$ cat config.mk
export PLATFORM = sky130hd
export DESIGN_NAME = dmem_access_flat
export DESIGN_NICKNAME = d
export VERILOG_FILES = /design/src/rtl/dmem_access_pkg.sv /design/src/rtl/dmem_access_if.sv /design/src/rtl/dmem_access_load_extend.sv /design/src/rtl/dmem_access.sv /design/src/flat_wrapper.sv
export SDC_FILE = /design/constraint.sdc
export NUM_CORES = 1
export LEC_CHECK = 0
export CORE_MARGIN = 8
export CORE_UTILIZATION = 35
export DETAILED_ROUTE_END_ITERATION = 8
export PLACE_DENSITY = 0.69
export SYNTH_ARGS = -nofsm -noshare
export SYNTH_HDL_FRONTEND = slang
export SYNTH_HIERARCHICAL = 1
export SYNTH_SLANG_ARGS = --single-unit
$ cat constraint.sdc
create_clock -name clk_i -period 1.55 [get_ports clk_i]
set_input_delay 0.2325 -clock clk_i [delete_from_list [all_inputs] [get_ports clk_i]]
set_output_delay 0.2325 -clock clk_i [all_outputs]
set_load 0.02 [all_outputs]
$ cat src/rtl/dmem_access_pkg.sv
// dmem_access_pkg: shared funct3 codes, FSM states and byte-enable type for the data-memory access unit
package dmem_access_pkg;

    localparam logic [2:0] F3_LB  = 3'b000;
    localparam logic [2:0] F3_LH  = 3'b001;
    localparam logic [2:0] F3_LW  = 3'b010;
    localparam logic [2:0] F3_LBU = 3'b100;
    localparam logic [2:0] F3_LHU = 3'b101;
    localparam logic [2:0] F3_SB  = 3'b000;
    localparam logic [2:0] F3_SH  = 3'b001;
    localparam logic [2:0] F3_SW  = 3'b010;

    typedef enum logic [1:0] {IDLE, WAIT, DONE} state_t;

    typedef logic [3:0] be_t;

    // Halfwords need an even address, words a 4-byte aligned one.
    function automatic logic misaligned(input logic [2:0] funct3, input logic [1:0] off);
        return (funct3[1:0] == 2'b01 && off[0]) || (funct3[1:0] == 2'b10 && off != 2'b00);
    endfunction

endpackage

$ cat src/rtl/dmem_access_if.sv
// dmem_access_if: request/response bus between the access unit and data memory
interface dmem_access_if;
    import dmem_access_pkg::*;

    logic        mem_req_o;
    logic        mem_we_o;
    logic [31:0] mem_addr_o;
    be_t         mem_be_o;
    logic [31:0] mem_wdata_o;
    logic        mem_ack_i;
    logic [31:0] mem_rdata_i;

    modport master (
        output mem_req_o, mem_we_o, mem_addr_o, mem_be_o, mem_wdata_o,
        input  mem_ack_i, mem_rdata_i
    );

    modport slave (
        input  mem_req_o, mem_we_o, mem_addr_o, mem_be_o, mem_wdata_o,
        output mem_ack_i, mem_rdata_i
    );

endinterface

$ cat src/rtl/dmem_access_load_extend.sv
// load_extend: picks the addressed byte/half of a memory word and sign- or zero-extends it
module load_extend
    import dmem_access_pkg::*;
(
    input  logic [31:0] rdata_i,
    input  logic [2:0]  funct3_i,
    input  logic [1:0]  off_i,
    output logic [31:0] data_o
);

    logic [7:0]  b;
    logic [15:0] h;

    // Lane select followed by extension chosen by the load type.
    always_comb begin
        b      = rdata_i[{off_i, 3'b000} +: 8];
        h      = off_i[1] ? rdata_i[31:16] : rdata_i[15:0];
        data_o = funct3_i == F3_LB  ? {{24{b[7]}}, b}  :
                 funct3_i == F3_LH  ? {{16{h[15]}}, h} :
                 funct3_i == F3_LBU ? {24'b0, b}       :
                 funct3_i == F3_LHU ? {16'b0, h}       : rdata_i;
    end

endmodule

$ cat src/rtl/dmem_access.sv
// dmem_access: MEM-stage load/store unit with stall, alignment checks and a WAIT timeout
module dmem_access
    import dmem_access_pkg::*;
#(
    parameter int TIMEOUT_CYCLES = 255
) (
    input  logic               clk_i,
    input  logic               rst_i,
    input  logic               MemRead_i,
    input  logic               MemWrite_i,
    input  logic [2:0]         funct3_i,
    input  logic [31:0]        addr_i,
    input  logic [31:0]        wdata_i,
    output logic [31:0]        MemRdata_o,
    output logic               stall_o,
    output logic               err_o,
    dmem_access_if.master      mem
);

    localparam int CW = $clog2(TIMEOUT_CYCLES + 1);

    state_t      state_q, state_d;
    logic [CW-1:0] cnt_q;
    logic        ld_q;
    logic [2:0]  f3_q;
    logic [1:0]  off_q;
    logic        access, is_st, legal, bad, timeout;
    be_t         be_d;
    logic [31:0] wdata_d, ext;

    // Decode of the incoming request; a simultaneous read+write is a store.
    always_comb begin
        is_st   = MemWrite_i;
        access  = MemRead_i | MemWrite_i;
        legal   = is_st ? (funct3_i inside {F3_SB, F3_SH, F3_SW})
                        : (funct3_i inside {F3_LB, F3_LH, F3_LW, F3_LBU, F3_LHU});
        bad     = !legal || misaligned(funct3_i, addr_i[1:0]);
        timeout = cnt_q == CW'(TIMEOUT_CYCLES - 1);
        be_d    = funct3_i[1:0] == 2'b00 ? be_t'(4'b0001 << addr_i[1:0]) :
                  funct3_i[1:0] == 2'b01 ? be_t'(4'b0011 << addr_i[1:0]) : 4'b1111;
        wdata_d = funct3_i[1:0] == 2'b00 ? {4{wdata_i[7:0]}}  :
                  funct3_i[1:0] == 2'b01 ? {2{wdata_i[15:0]}} : wdata_i;
    end

    load_extend u_ext (
        .rdata_i  (mem.mem_rdata_i),
        .funct3_i (f3_q),
        .off_i    (off_q),
        .data_o   (ext)
    );

    // Next state and stall; the pipeline is frozen from request acceptance until DONE.
    always_comb begin
        state_d = state_q;
        stall_o = 1'b0;
        unique case (state_q)
            IDLE: begin
                stall_o = access & ~rst_i;
                if (access) state_d = bad ? DONE : WAIT;
            end
            WAIT: begin
                stall_o = ~rst_i;
                if (mem.mem_ack_i || timeout) state_d = DONE;
            end
            DONE:    state_d = IDLE;
            default: state_d = IDLE;
        endcase
    end

    // State register.
    always_ff @(posedge clk_i) begin
        if (rst_i) state_q <= IDLE;
        else       state_q <= state_d;
    end

    // Request bus, load result, error pulse and WAIT counter.
    always_ff @(posedge clk_i) begin
        if (rst_i) begin
            MemRdata_o      <= '0;
            err_o           <= 1'b0;
            cnt_q           <= '0;
            ld_q            <= 1'b0;
            f3_q            <= '0;
            off_q           <= '0;
            mem.mem_req_o   <= 1'b0;
            mem.mem_we_o    <= 1'b0;
            mem.mem_addr_o  <= '0;
            mem.mem_be_o    <= '0;
            mem.mem_wdata_o <= '0;
        end else begin
            err_o <= 1'b0;
            unique case (state_q)
                IDLE: if (access) begin
                    ld_q  <= ~is_st;
                    f3_q  <= funct3_i;
                    off_q <= addr_i[1:0];
                    cnt_q <= '0;
                    if (bad) begin
                        err_o <= 1'b1;
                        if (!is_st) MemRdata_o <= '0;
                    end else begin
                        mem.mem_req_o   <= 1'b1;
                        mem.mem_we_o    <= is_st;
                        mem.mem_addr_o  <= {addr_i[31:2], 2'b00};
                        mem.mem_be_o    <= be_d;
                        mem.mem_wdata_o <= wdata_d;
                    end
                end
                WAIT: if (mem.mem_ack_i) begin
                    mem.mem_req_o <= 1'b0;
                    if (ld_q) MemRdata_o <= ext;
                end else if (timeout) begin
                    mem.mem_req_o <= 1'b0;
                    err_o         <= 1'b1;
                    if (ld_q) MemRdata_o <= '0;
                end else begin
                    cnt_q <= cnt_q + CW'(1);
                end
                default: ;
            endcase
        end
    end

endmodule

$ cat src/flat_wrapper.sv
// flat-port wrapper written by rule: the top's interface ports become plain ports
module dmem_access_flat import dmem_access_pkg::*;
#(
    parameter int TIMEOUT_CYCLES = 255
)
  (clk_i, rst_i, MemRead_i, MemWrite_i, funct3_i, addr_i, wdata_i, MemRdata_o, stall_o, err_o, mem_mem_req_o, mem_mem_we_o, mem_mem_addr_o, mem_mem_be_o, mem_mem_wdata_o, mem_mem_ack_i, mem_mem_rdata_i);
  dmem_access_if mem_i ();
  input  logic clk_i;
  input  logic rst_i;
  input  logic MemRead_i;
  input  logic MemWrite_i;
  input  logic [2:0] funct3_i;
  input  logic [31:0] addr_i;
  input  logic [31:0] wdata_i;
  output logic [31:0] MemRdata_o;
  output logic stall_o;
  output logic err_o;
  output wire logic [$bits(mem_i.mem_req_o)-1:0] mem_mem_req_o;
  output wire logic [$bits(mem_i.mem_we_o)-1:0] mem_mem_we_o;
  output wire logic [$bits(mem_i.mem_addr_o)-1:0] mem_mem_addr_o;
  output wire logic [$bits(mem_i.mem_be_o)-1:0] mem_mem_be_o;
  output wire logic [$bits(mem_i.mem_wdata_o)-1:0] mem_mem_wdata_o;
  input wire logic [$bits(mem_i.mem_ack_i)-1:0] mem_mem_ack_i;
  input wire logic [$bits(mem_i.mem_rdata_i)-1:0] mem_mem_rdata_i;
  assign mem_mem_req_o = mem_i.mem_req_o;
  assign mem_mem_we_o = mem_i.mem_we_o;
  assign mem_mem_addr_o = mem_i.mem_addr_o;
  assign mem_mem_be_o = mem_i.mem_be_o;
  assign mem_mem_wdata_o = mem_i.mem_wdata_o;
  assign mem_i.mem_ack_i = mem_mem_ack_i;
  assign mem_i.mem_rdata_i = mem_mem_rdata_i;
  dmem_access #(.TIMEOUT_CYCLES(TIMEOUT_CYCLES)) u_core (.clk_i(clk_i), .rst_i(rst_i), .MemRead_i(MemRead_i), .MemWrite_i(MemWrite_i), .funct3_i(funct3_i), .addr_i(addr_i), .wdata_i(wdata_i), .MemRdata_o(MemRdata_o), .stall_o(stall_o), .err_o(err_o), .mem(mem_i));
endmodule
==> metrics.txt, run 1 <==
latest clock arrival within the worst-skew pair=0.41 ns; cells after synthesis=709; Sw Share=28.2%; Die Ht=146 um; Post-route DRC=0; crit path DAT=1.91 ns; H-Tree Depth=4; main combinational cell family by area after synthesis=compound AO/OA/AOI/OAI gates; critical path startpoint category=flop; initial antenna violation count=2; EDFF count, synth=0; peak supply drop=0.717 mV; Routed wire per std cell=18.2 um; largest net degree at the start of global routing=51; outcome=complete, but fails checks; CTS tree=built; DRT iter0 DRCs=303; power per cell area=998 nW/um2; Pleak=4.26 nW; failing checks=negative setup slack; clock-pin slew on the worst setup and hold paths=0.05 ns; setup ws final=-0.0647 ns; clock group share of total power=40.8%; routability congestion estimate=0.883; Slew headroom=61.7%; Max Slew Vio Count=0; post-synthesis mux area share=9.53%; Initial Util=35.6%; crit path capture type=flop; Max Fanout on Critical Path=4; fmax=0.619 GHz; critical path's largest stage delay=0.37 ns; TritonCTS Buffers=17; post-synthesis compound-gate area fraction=22.1%; post-synthesis sequential area ratio=39.8%; Internal=0.00687 W; Final nets=1076; Reg power frac=33.8%; Final min period=1.61 ns; Avg Cell Area, Syn=8.30 um2; period utilization=104%; final WL=21.8 mm; GRT Util Overall=19.6%; RSZ-0062 raised after global routing=yes; ys async rst share=0%; FILL cells=1498; Synth Area in Adders=1.28%; Die Span X=146 um; Yosys reg bits=117; top-level I/O count=208; clk root buf=clkbuf_16; Max Clock Skew=0.00969 ns; CP max stage cell=dfxtp_4; pre-CTS WS=-0.660 ns; placed wire-length estimate=14.9 mm; # setup viols final=8; share of cells above drive strength 1=18.2%; post-synthesis cell type count=54; CTS Buffer Depth=2; Hold Crit Class=primary input to flop; dominant synthesized flop cell=dfxtp_1; # rows=47; CP Cell Sequence=mux2_4, mux2i_4, nor4_4, buf_4, a221o_1, nand2_1, mux2i_1; total gr overflow=0; Synth-to-Final Area Change=63.0%; Final Hold Viols=0; via count=6293; clk sinks=117; 1st-pass router iterations=5; Yosys Warn Count=6; core area=16500 um2; synthesized cell area=5880 um2; final antenna-violating net count=0; Switch Pwr=0.00270 W; utilization after layout=58.0%; Simple-Gate Fraction of Synth Area=20.3%; Slew @ Worst Pin=0.575 ns; first-pass GRT wire length=33.7 mm; XOR/XNOR Fraction of Synth Area=0.447%; max_cap viols=0; die area=21200 um2; Crit Path Category=flop to flop; Gate power share=25.4%; Worst Path Required=1.84 ns; vias in the first global route=6238; IO buf count=205; Via density=5.24
## flip-flops by register name, summed over array words and instances (netlist names)
register,count
u_core/cnt_q,8
u_core/ld_q,1
u_core/mem.mem_wdata_o,32
u_core/err_o,1
u_core/off_q,2
u_core/mem.mem_req_o,1
u_core/f3_q,3
u_core/state_q,2
u_core/MemRdata_o,32
u_core/mem.mem_be_o,4
u_core/mem.mem_addr_o,30
u_core/mem.mem_we_o,1
## what timing repair did
item                                   in CTS  in global routing
cloned                                      5                  3
gates resized for setup                   147                 35
pin swaps                                   0                  6
hold buffers                                0                  0
endpoints found under the hold margin       0                  0
setup buffers                               6                  4
setup endpoints to repair                 194                 91
## layer usage
layer / part of all wire (%) / vias up / global-route usage, %
li1: - / 3036 / -
met1: 42 / 2941 / 24.2
met2: 46 / 278 / 30.8
met3: 9.5 / 36 / 7.43
met4: 2.0 / 2 / 6.51
met5: 0.037 / - / 0
## critical path: cells and delay by family (launching register included)
| kind | cells | cell delay [ns] |
|---|---|---|
| multiplexers | 3 | 0.57 |
| buffers and inverters | 1 | 0.15 |
| flip-flops | 1 | 0.37 |
| AO/OA/AOI/OAI | 1 | 0.28 |
| AND/OR/NAND/NOR | 2 | 0.12 |
## through the flow
stage               TNS (ns)  instance area (um2)  std cells  total power, W  hold WS [ns]
floorplan                  0                 5900        710         0.00444         0.368
global placement      -51.09                 8630       1149         0.00550         0.460
detailed placement    -53.33                 8630       1149         0.00551         0.466
CTS                   -0.256                 9360       1192         0.00949         0.226
global route           -1.45                 9590       1200         0.00996         0.255
finish                -0.244                 9590       1200         0.00957         0.242
## power by group through the flow
stage	Clock, W	Combinational, W	Sequential [W]
floorplan	0	0.00101	0.00343
global placement	0	0.00220	0.00330
detailed placement	0	0.00221	0.00330
CTS	0.00397	0.00229	0.00323
global route	0.00412	0.00259	0.00325
finish	0.00390	0.00243	0.00324
## cell type report
cell class                      instances  area [um2]  area share [%]
Tap cell                              220         275            2.87
Sequential cell                       117        2350            24.6
Clock buffer                           23         488            5.09
Timing Repair Buffer                  306        2990            31.2
Inverter                                7        26.3           0.274
Clock inverter                          9         100            1.04
Multi-Input combinational cell        517        3350            34.9
Antenna cell                            1        2.50          0.0261
## path summary, 6_finish.rpt
check	from	endpoint	slack [ns]	cells after the start
worst max-delay path	u_core/off_q[1]$_SDFFE_PP0P_	u_core/MemRdata_o[8]$_SDFFE_PP0P_	-0.06	7
worst min-delay path	rst_i	u_core/mem.mem_we_o$_SDFFE_PP0P_	0.24	3
worst max register to register	u_core/off_q[1]$_SDFFE_PP0P_	u_core/MemRdata_o[8]$_SDFFE_PP0P_	-0.06	7
worst min register to register	u_core/MemRdata_o[4]$_SDFFE_PP0P_	u_core/MemRdata_o[4]$_SDFFE_PP0P_	0.47	2
## logic make-up after synthesis
| group | after synthesis |
|---|---|
| AO/OA/AOI/OAI | 216 |
| XOR/XNOR | 3 |
| adder cells (fa/ha/maj) | 6 |
| buffers and inverters | 76 |
| flip-flops | 117 |
| multiplexers | 55 |
| other | 1 |
| AND/OR/NAND/NOR | 235 |
## synthesized netlist by cell type, types with 8 or more instances
library cell	count	area [um2]
a311oi_1	8	70.1
a211oi_1	14	105
clkbuf_1	32	120
mux2i_1	52	521
a21oi_1	86	430
o21ai_0	64	320
nor2_1	12	45.0
dfxtp_1	117	2340
nand2b_1	36	225
buf_2	24	120
nand3_1	54	270
nand2_1	94	353
nor2b_1	11	68.8
## placed cells by master (no fill, tap or decap), types with 4 or more instances in the layout
| cell | count |
|---|---|
| nor3_1 | 5 |
| o21ai_0 | 44 |
| nand2_1 | 88 |
| clkdlybuf4s50_1 | 98 |
| o21ai_1 | 20 |
| a311oi_1 | 8 |
| buf_4 | 80 |
| a2bb2oi_1 | 7 |
| nand3_1 | 51 |
| dfxtp_2 | 4 |
| a21o_1 | 7 |
| dlygate4sd2_1 | 103 |
| nor2_1 | 10 |
| o22a_1 | 7 |
| inv_1 | 4 |
| a21oi_1 | 86 |
| clkbuf_16 | 20 |
| mux2i_1 | 51 |
| a221o_1 | 7 |
| a211oi_1 | 13 |
| buf_12 | 10 |
| clkbuf_8 | 4 |
| nand2b_1 | 35 |
| ha_1 | 4 |
| nor2b_1 | 11 |
| nand2_2 | 6 |
| clkinv_2 | 5 |
| dfxtp_1 | 111 |
Power figures use the tool's default switching activity.
==> inputs of run 2 (changes only) <==
--- a/config.mk
+++ b/config.mk
@@ -9,6 +9,7 @@
 export CORE_UTILIZATION = 35
 export DETAILED_ROUTE_END_ITERATION = 8
 export PLACE_DENSITY = 0.69
+export SLEW_MARGIN = 20
 export SYNTH_ARGS = -nofsm -noshare
 export SYNTH_HDL_FRONTEND = slang
 export SYNTH_HIERARCHICAL = 1
==> constraint.sdc (replaced) <==
create_clock -name clk_i -period 1.55 [get_ports clk_i]
set_input_delay 0.31 -clock clk_i [delete_from_list [all_inputs] [get_ports clk_i]]
set_output_delay 0.31 -clock clk_i [all_outputs]
set_load 0.05 [all_outputs]
==> metrics.txt, run 2 (synthesis gave the netlist of run 1 again) <==
via count=6545 (was 6293); Top Registers=u_core/MemRdata_o (32), u_core/mem.mem_wdata_o (32), u_core/mem.mem_addr_o (30) (unchanged); RSZ-0062 raised after global routing=yes (unchanged); crit path DAT=1.97 ns (was 1.91 ns); peak supply drop=1.07 mV (was 0.717 mV); Post-route DRC=0 (unchanged); R2R Path Start=u_core/state_q[0]$_SDFFE_PP0P_ (was u_core/off_q[1]$_SDFFE_PP0P_); max_cap viols=0 (unchanged); H-Tree Depth=4 (unchanged); clk sinks=117 (unchanged); largest net degree at the start of global routing=65 (was 51); routability congestion estimate=0.831 (was 0.883); Final Hold Viols=0 (unchanged); dpl cells=1138 (was 1149); CP Cell Sequence=buf_6, buf_12, nor2_4, o21ai_4, buf_12, buf_4, nor4_2, nor3_1 (was mux2_4, mux2i_4, nor4_4, buf_4, a221o_1, nand2_1, mux2i_1); # setup viols final=97 (was 8); DRT iter0 DRCs=437 (was 303); clock-pin slew on the worst setup and hold paths=0.06 ns (was 0.05 ns); critical path's largest stage delay=0.33 ns (was 0.37 ns); CP max stage cell=dfxtp_2 (was dfxtp_4); Pleak=4.48 nW (was 4.26 nW); Final TNS setup=-4.87 ns (was -0.244 ns); Final nets=1095 (was 1076); critical path startpoint category=flop (unchanged); CP startpoint=u_core/state_q[0]$_SDFFE_PP0P_ (was u_core/off_q[1]$_SDFFE_PP0P_); most common cell after layout, fill and taps aside=dfxtp_1 (unchanged); Reg2Reg Setup Slack=-0.13 ns (was -0.06 ns); utilization after layout=67.8% (was 58.0%); met3 usage=8.33% (was 7.43%); final WL=25.4 mm (was 21.8 mm); CTS Buffer Depth=2 (unchanged); Max Slew Vio Count=0 (unchanged); CTS tree=built (unchanged); fmax=0.596 GHz (was 0.619 GHz); Max Fanout on Critical Path=6 (was 4); crit path capture type=flop (unchanged); # rows=47 (unchanged); CP endpoint=u_core/mem.mem_be_o[1]$_SDFFE_PP0P_ (was u_core/MemRdata_o[8]$_SDFFE_PP0P_); outcome=complete, but fails checks (unchanged); power per cell area=984 nW/um2 (was 998 nW/um2); Hold Crit Class=primary input to flop (unchanged); GRT Util Overall=20.1% (was 19.6%); 1st-pass router iterations=6 (was 5); vias in the first global route=6385 (was 6238); reg2reg end=u_core/mem.mem_be_o[1]$_SDFFE_PP0P_ (was u_core/MemRdata_o[8]$_SDFFE_PP0P_); Die Ht=146 um (unchanged); top-level I/O count=208 (unchanged); die area=21200 um2 (unchanged); R2R depth=8 (was 7); Worst path depth=8 (was 7); met1 GRT Util=23.6% (was 24.2%); Synth-to-Final Area Change=90.4% (was 63.0%); non-filler cells, final=1217 (was 1200); GR met2 Demand/Resource=32.7% (was 30.8%); final antenna-violating net count=0 (unchanged); Worst Path Required=1.84 ns (about the same); n_diodes=0 (was 1); Die Span X=146 um (unchanged); share of cells above drive strength 1=40.2% (was 18.2%); placed wire-length estimate=15.0 mm (was 14.9 mm); core area=16500 um2 (unchanged); Initial Util=35.6% (unchanged); Via density=5.38 (was 5.24); setup ws final=-0.128 ns (was -0.0647 ns); WHS=0.316 ns (was 0.242 ns); failing checks=negative setup slack (unchanged); commonest non-fill, non-tap cells in the layout=dfxtp_1 (113), buf_4 (108), clkdlybuf4s50_1 (97) (was dfxtp_1 (111), dlygate4sd2_1 (103), clkdlybuf4s50_1 (98)); period utilization=108% (was 104%); busiest grt layer=met2 (unchanged); clk root buf=clkbuf_16 (unchanged); Max Clock Skew=0.00576 ns (was 0.00969 ns); most used cell, CP=buf_12; fin area=11200 um2 (was 9590 um2); initial antenna violation count=1 (was 2); number of buffers and inverters on the critical path=4 (was 1); latest clock arrival within the worst-skew pair=0.41 ns (about the same); first-pass GRT wire length=34.6 mm (was 33.7 mm); Routed wire per std cell=20.9 um (was 18.2 um); Final min period=1.68 ns (was 1.61 ns); total gr overflow=0 (unchanged); IO buf count=205 (unchanged); TritonCTS Buffers=17 (unchanged); Post-DP Area=9040 um2 (was 8630 um2); Crit Path Category=flop to flop (unchanged); cell family with most CP delay=buffers and inverters (was multiplexers)
[run 2: cell count changes in the layout (fill, tap and decap cells not counted), moves of 16 or more]
cell           previous run  this run
a21oi_1                  86        47
nand3_1                  51        35
buf_4                    80       108
buf_6                     2        21
dlygate4sd2_1           103         5
a21oi_2                   0        39
o21ai_0                  44        20
o21ai_2                   2        32
buf_12                   10        74
[run 2: power by group]
part	internal [W]	switching [W]
clock	0.00280	0.00144
combinational	0.00166	0.00183
sequential	0.00315	0.000142
total	0.00761	0.00342
[run 2: how the worst min path moves through the flow]
stage	start	endpoint	slack, ns	depth (start not counted)
4_1_cts	rst_i	u_core/cnt_q[5]$_SDFFE_PP0P_	0.30	3
2_1_floorplan	u_core/f3_q[1]$_SDFFE_PP0P_	u_core/f3_q[1]$_SDFFE_PP0P_	0.44	2
5_1_grt	rst_i	u_core/cnt_q[5]$_SDFFE_PP0P_	0.31	3
6_report	rst_i	u_core/cnt_q[5]$_SDFFE_PP0P_	0.32	3
3_3_place_gp	u_core/mem.mem_addr_o[22]$_SDFFE_PP0P_	u_core/mem.mem_addr_o[22]$_SDFFE_PP0P_	0.46	2
3_5_place_dp	u_core/MemRdata_o[27]$_SDFFE_PP0P_	u_core/MemRdata_o[27]$_SDFFE_PP0P_	0.47	2
[run 2: final cells by class]
class                   count  area, um2
repair buffers            324       4020
well taps                 220        275
clock buffers              22        474
flip-flops and latches    117       2350
fillers                  1243       5320
inverters                   7       30.0
clock inverters             9        150
multi-input cells         518       3900
[run 2: what timing repair did]
item	in CTS	in global routing
cloned	6	19
setup endpoints to repair	100	105
hold buffers	0	0
buffers inserted	18	12
gates resized for setup	47	203
pin swaps	9	113
[run 2: metrics by stage]
stage                     worst slack [ns]  power (W)
after floorplan                   -0.00134    0.00473
after global placement              -0.660    0.00586
after detailed placement            -0.743    0.00587
after CTS                          -0.0741     0.0103
after global routing                -0.175     0.0114
final                               -0.128     0.0110
[run 2: tightest hold or removal path, stage by stage]
cell     delay [ns]
buf_4          0.17
or3_1          0.13
mux2i_1        0.05
[run 2: metal layers]
| metal | up-vias | part of all wire [%] |
|---|---|---|
| met4 | 2 | 1.8 |
| met1 | 3133 | 40 |
| met2 | 276 | 49 |
| met3 | 42 | 8.8 |
| li1 | 3092 | - |
| met5 | - | 0.051 |
==> inputs of run 3 (changes only) <==
--- a/config.mk
+++ b/config.mk
@@ -7,8 +7,10 @@
 export LEC_CHECK = 0
 export CORE_MARGIN = 8
 export CORE_UTILIZATION = 35
+export CTS_CLUSTER_SIZE = 8
 export DETAILED_ROUTE_END_ITERATION = 8
 export PLACE_DENSITY = 0.69
+export SETUP_SLACK_MARGIN = 0.2
 export SLEW_MARGIN = 20
 export SYNTH_ARGS = -nofsm -noshare
 export SYNTH_HDL_FRONTEND = slang
==> metrics.txt, run 3 (synthesis gave the netlist of run 1 again) <==
power per cell area=969 nW/um2 (was 984 nW/um2); Slew headroom=52.2%; # rows=47 (unchanged); Crit Path Category=flop to output port (was flop to flop); 1st-pass router iterations=4 (was 6); max layer used=met4 (was met5); Via density=5.31 (was 5.38); R2R depth=5 (was 8); Sequential cell area=2370 um2 (was 2350 um2); peak supply drop=0.801 mV (was 1.07 mV); Final Hold Viols=0 (unchanged); most common cell after layout, fill and taps aside=buf_4 (was dfxtp_1); Initial Util=35.6% (unchanged); period utilization=102% (was 108%); total gr overflow=0 (unchanged); Metal-1 WL=9.34 mm (was 10.2 mm); Worst Path Required=1.24 ns (was 1.84 ns); share of cells above drive strength 1=42.9% (was 40.2%); placed wire-length estimate=15.0 mm (about the same); Hold Path End=u_core/ld_q$_SDFFE_PP0P_ (was u_core/cnt_q[5]$_SDFFE_PP0P_); Slew @ Worst Pin=0.716 ns; # setup viols final=9 (was 97); Multi-input gate area=3960 um2 (was 3900 um2); Routed wire per std cell=19.5 um (was 20.9 um); Max Clock Skew=0.00690 ns (was 0.00576 ns); final antenna-violating net count=0 (unchanged); setup ws final=-0.0380 ns (was -0.128 ns); Max Slew Vio Count=0 (unchanged); core area=16500 um2 (unchanged); failing checks=negative setup slack (unchanged); GRT Util Overall=20.0% (was 20.1%); Die Ht=146 um (unchanged); CTS tree=built (unchanged); dpl cells=1145 (was 1138); FILL cells=1199 (was 1243); pre-CTS WS=-0.577 ns (was -0.743 ns); top-level I/O count=208 (unchanged); via count=6526 (was 6545); fmax=0.630 GHz (was 0.596 GHz); WHS Path Cells=4 (was 3); max_cap viols=0 (unchanged); crit path capture type=output port (was flop); IO buf count=205 (unchanged); final WL=24.0 mm (was 25.4 mm); H-Tree Depth=4 (unchanged); initial antenna violation count=0 (was 1); Max Fanout on Critical Path=7 (was 6); clk root buf=clkbuf_16 (unchanged); routability congestion estimate=0.839 (was 0.831); Final nets=1105 (was 1095); clk sinks=117 (unchanged); Top Registers=u_core/MemRdata_o (32), u_core/mem.mem_wdata_o (32), u_core/mem.mem_addr_o (30) (unchanged); critical path startpoint category=flop (unchanged); latest clock arrival within the worst-skew pair=0.42 ns (was 0.41 ns); Worst Hold Launch=MemWrite_i (was rst_i); Die Span X=146 um (unchanged); vias in the first global route=6470 (was 6385); metal2 WL=11.8 mm (was 12.5 mm); reg2reg end=u_core/cnt_q[6]$_SDFFE_PP0P_ (was u_core/mem.mem_be_o[1]$_SDFFE_PP0P_); first-pass GRT wire length=34.3 mm (was 34.6 mm); utilization after layout=68.5% (was 67.8%); Reg2Reg Setup Slack=-0.03 ns (was -0.13 ns); commonest non-fill, non-tap cells in the layout=buf_4 (108), dfxtp_1 (100), clkdlybuf4s50_1 (94) (was dfxtp_1 (113), buf_4 (108), clkdlybuf4s50_1 (97)); CTS Buffer Depth=2 (unchanged); TritonCTS Buffers=17 (unchanged); R2R Path Start=u_core/state_q[0]$_SDFFE_PP0P_ (unchanged); Met3 Wirelength=2.33 mm (was 2.24 mm); RSZ-0062 raised after global routing=yes (unchanged); non-filler cells, final=1228 (was 1217); n_diodes=0 (unchanged); Synth-to-Final Area Change=92.5% (was 90.4%); crit path DAT=1.28 ns (was 1.97 ns); Hold Crit Class=primary input to flop (unchanged); Final min period=1.59 ns (was 1.68 ns); Pleak=4.56 nW (was 4.48 nW); outcome=complete, but fails checks (unchanged); DRT iter0 DRCs=359 (was 437); die area=21200 um2 (unchanged); Post-route DRC=0 (unchanged); largest net degree at the start of global routing=56 (was 65); clock-pin slew on the worst setup and hold paths=0.06 ns (about the same)
==> run 3: cell types whose count changed in the layout (fill, tap and decap cells not counted), moves of 9 or more <==
cell and delta:
dfxtp_2 +10, buf_12 -12, o21ai_1 -9, nand2_1 +12
buf_6 +19, a21oi_2 -13, a21oi_1 +13, dfxtp_1 -13
==> run 3: per-layer routing <==
metal | global-route usage [%] | vias up
met2 | 32.6 | 262
met1 | 22.7 | 3117
met3 | 9.55 | 38
met4 | 5.88 | 0
met5 | 0 | -
li1 | - | 3109
==> run 3: stage by stage <==
stage                     power [W]  hold slack, ns  setup TNS, ns  cell area [um2]
after floorplan             0.00480           0.438              0             6190
after global placement      0.00591           0.457         -52.58             9140
after detailed placement    0.00592           0.465         -55.36             9140
after CTS                    0.0105           0.298         -0.408            10300
after global routing         0.0114           0.328          -1.76            11300
final                        0.0110           0.320         -0.196            11300
==> run 3: layout make-up <==
class	count	area share [%]
clock buffer	17	3.76
tap	220	2.43
timing repair buffer	335	35.7
inverter	7	0.431
sequential	117	20.9
clock inverter	15	1.80
multi-input combinational	517	35.0
==> run 3: report_power, final <==
| part | switching [W] | internal (W) | total (W) |
|---|---|---|---|
| combinational | 0.00177 | 0.00168 | 0.00346 |
| clock | 0.00151 | 0.00270 | 0.00422 |
| sequential | 0.000151 | 0.00315 | 0.00330 |
| total | 0.00344 | 0.00754 | 0.0110 |
==> run 3: how the worst max path moves through the flow <==
stage,from,end,cells past startpoint
2_1_floorplan,u_core/off_q[1]$_SDFFE_PP0P_,u_core/MemRdata_o[21]$_SDFFE_PP0P_,9
3_3_place_gp,addr_i[1],u_core/MemRdata_o[10]$_SDFFE_PP0P_,8
3_5_place_dp,addr_i[1],u_core/MemRdata_o[6]$_SDFFE_PP0P_,8
4_1_cts,u_core/state_q[0]$_SDFFE_PP0P_,stall_o,4
5_1_grt,u_core/off_q[1]$_SDFFE_PP0P_,u_core/MemRdata_o[8]$_SDFFE_PP0P_,7
6_report,u_core/state_q[1]$_SDFFE_PP0P_,stall_o,3
==> run 3: critical path, stage by stage (launching register included) <==
cell     delay [ns]
dfxtp_4        0.38
buf_6          0.13
nor3_4         0.19
buf_12         0.16
==> run 3: timing repair <==
action                     4_1_cts  5_1_grt
resized for setup               66      191
setup endpoints to repair      118      121
hold buffers                     0        0
setup buffers                   19       12
pin swaps                        4      106
cloned                           6       14
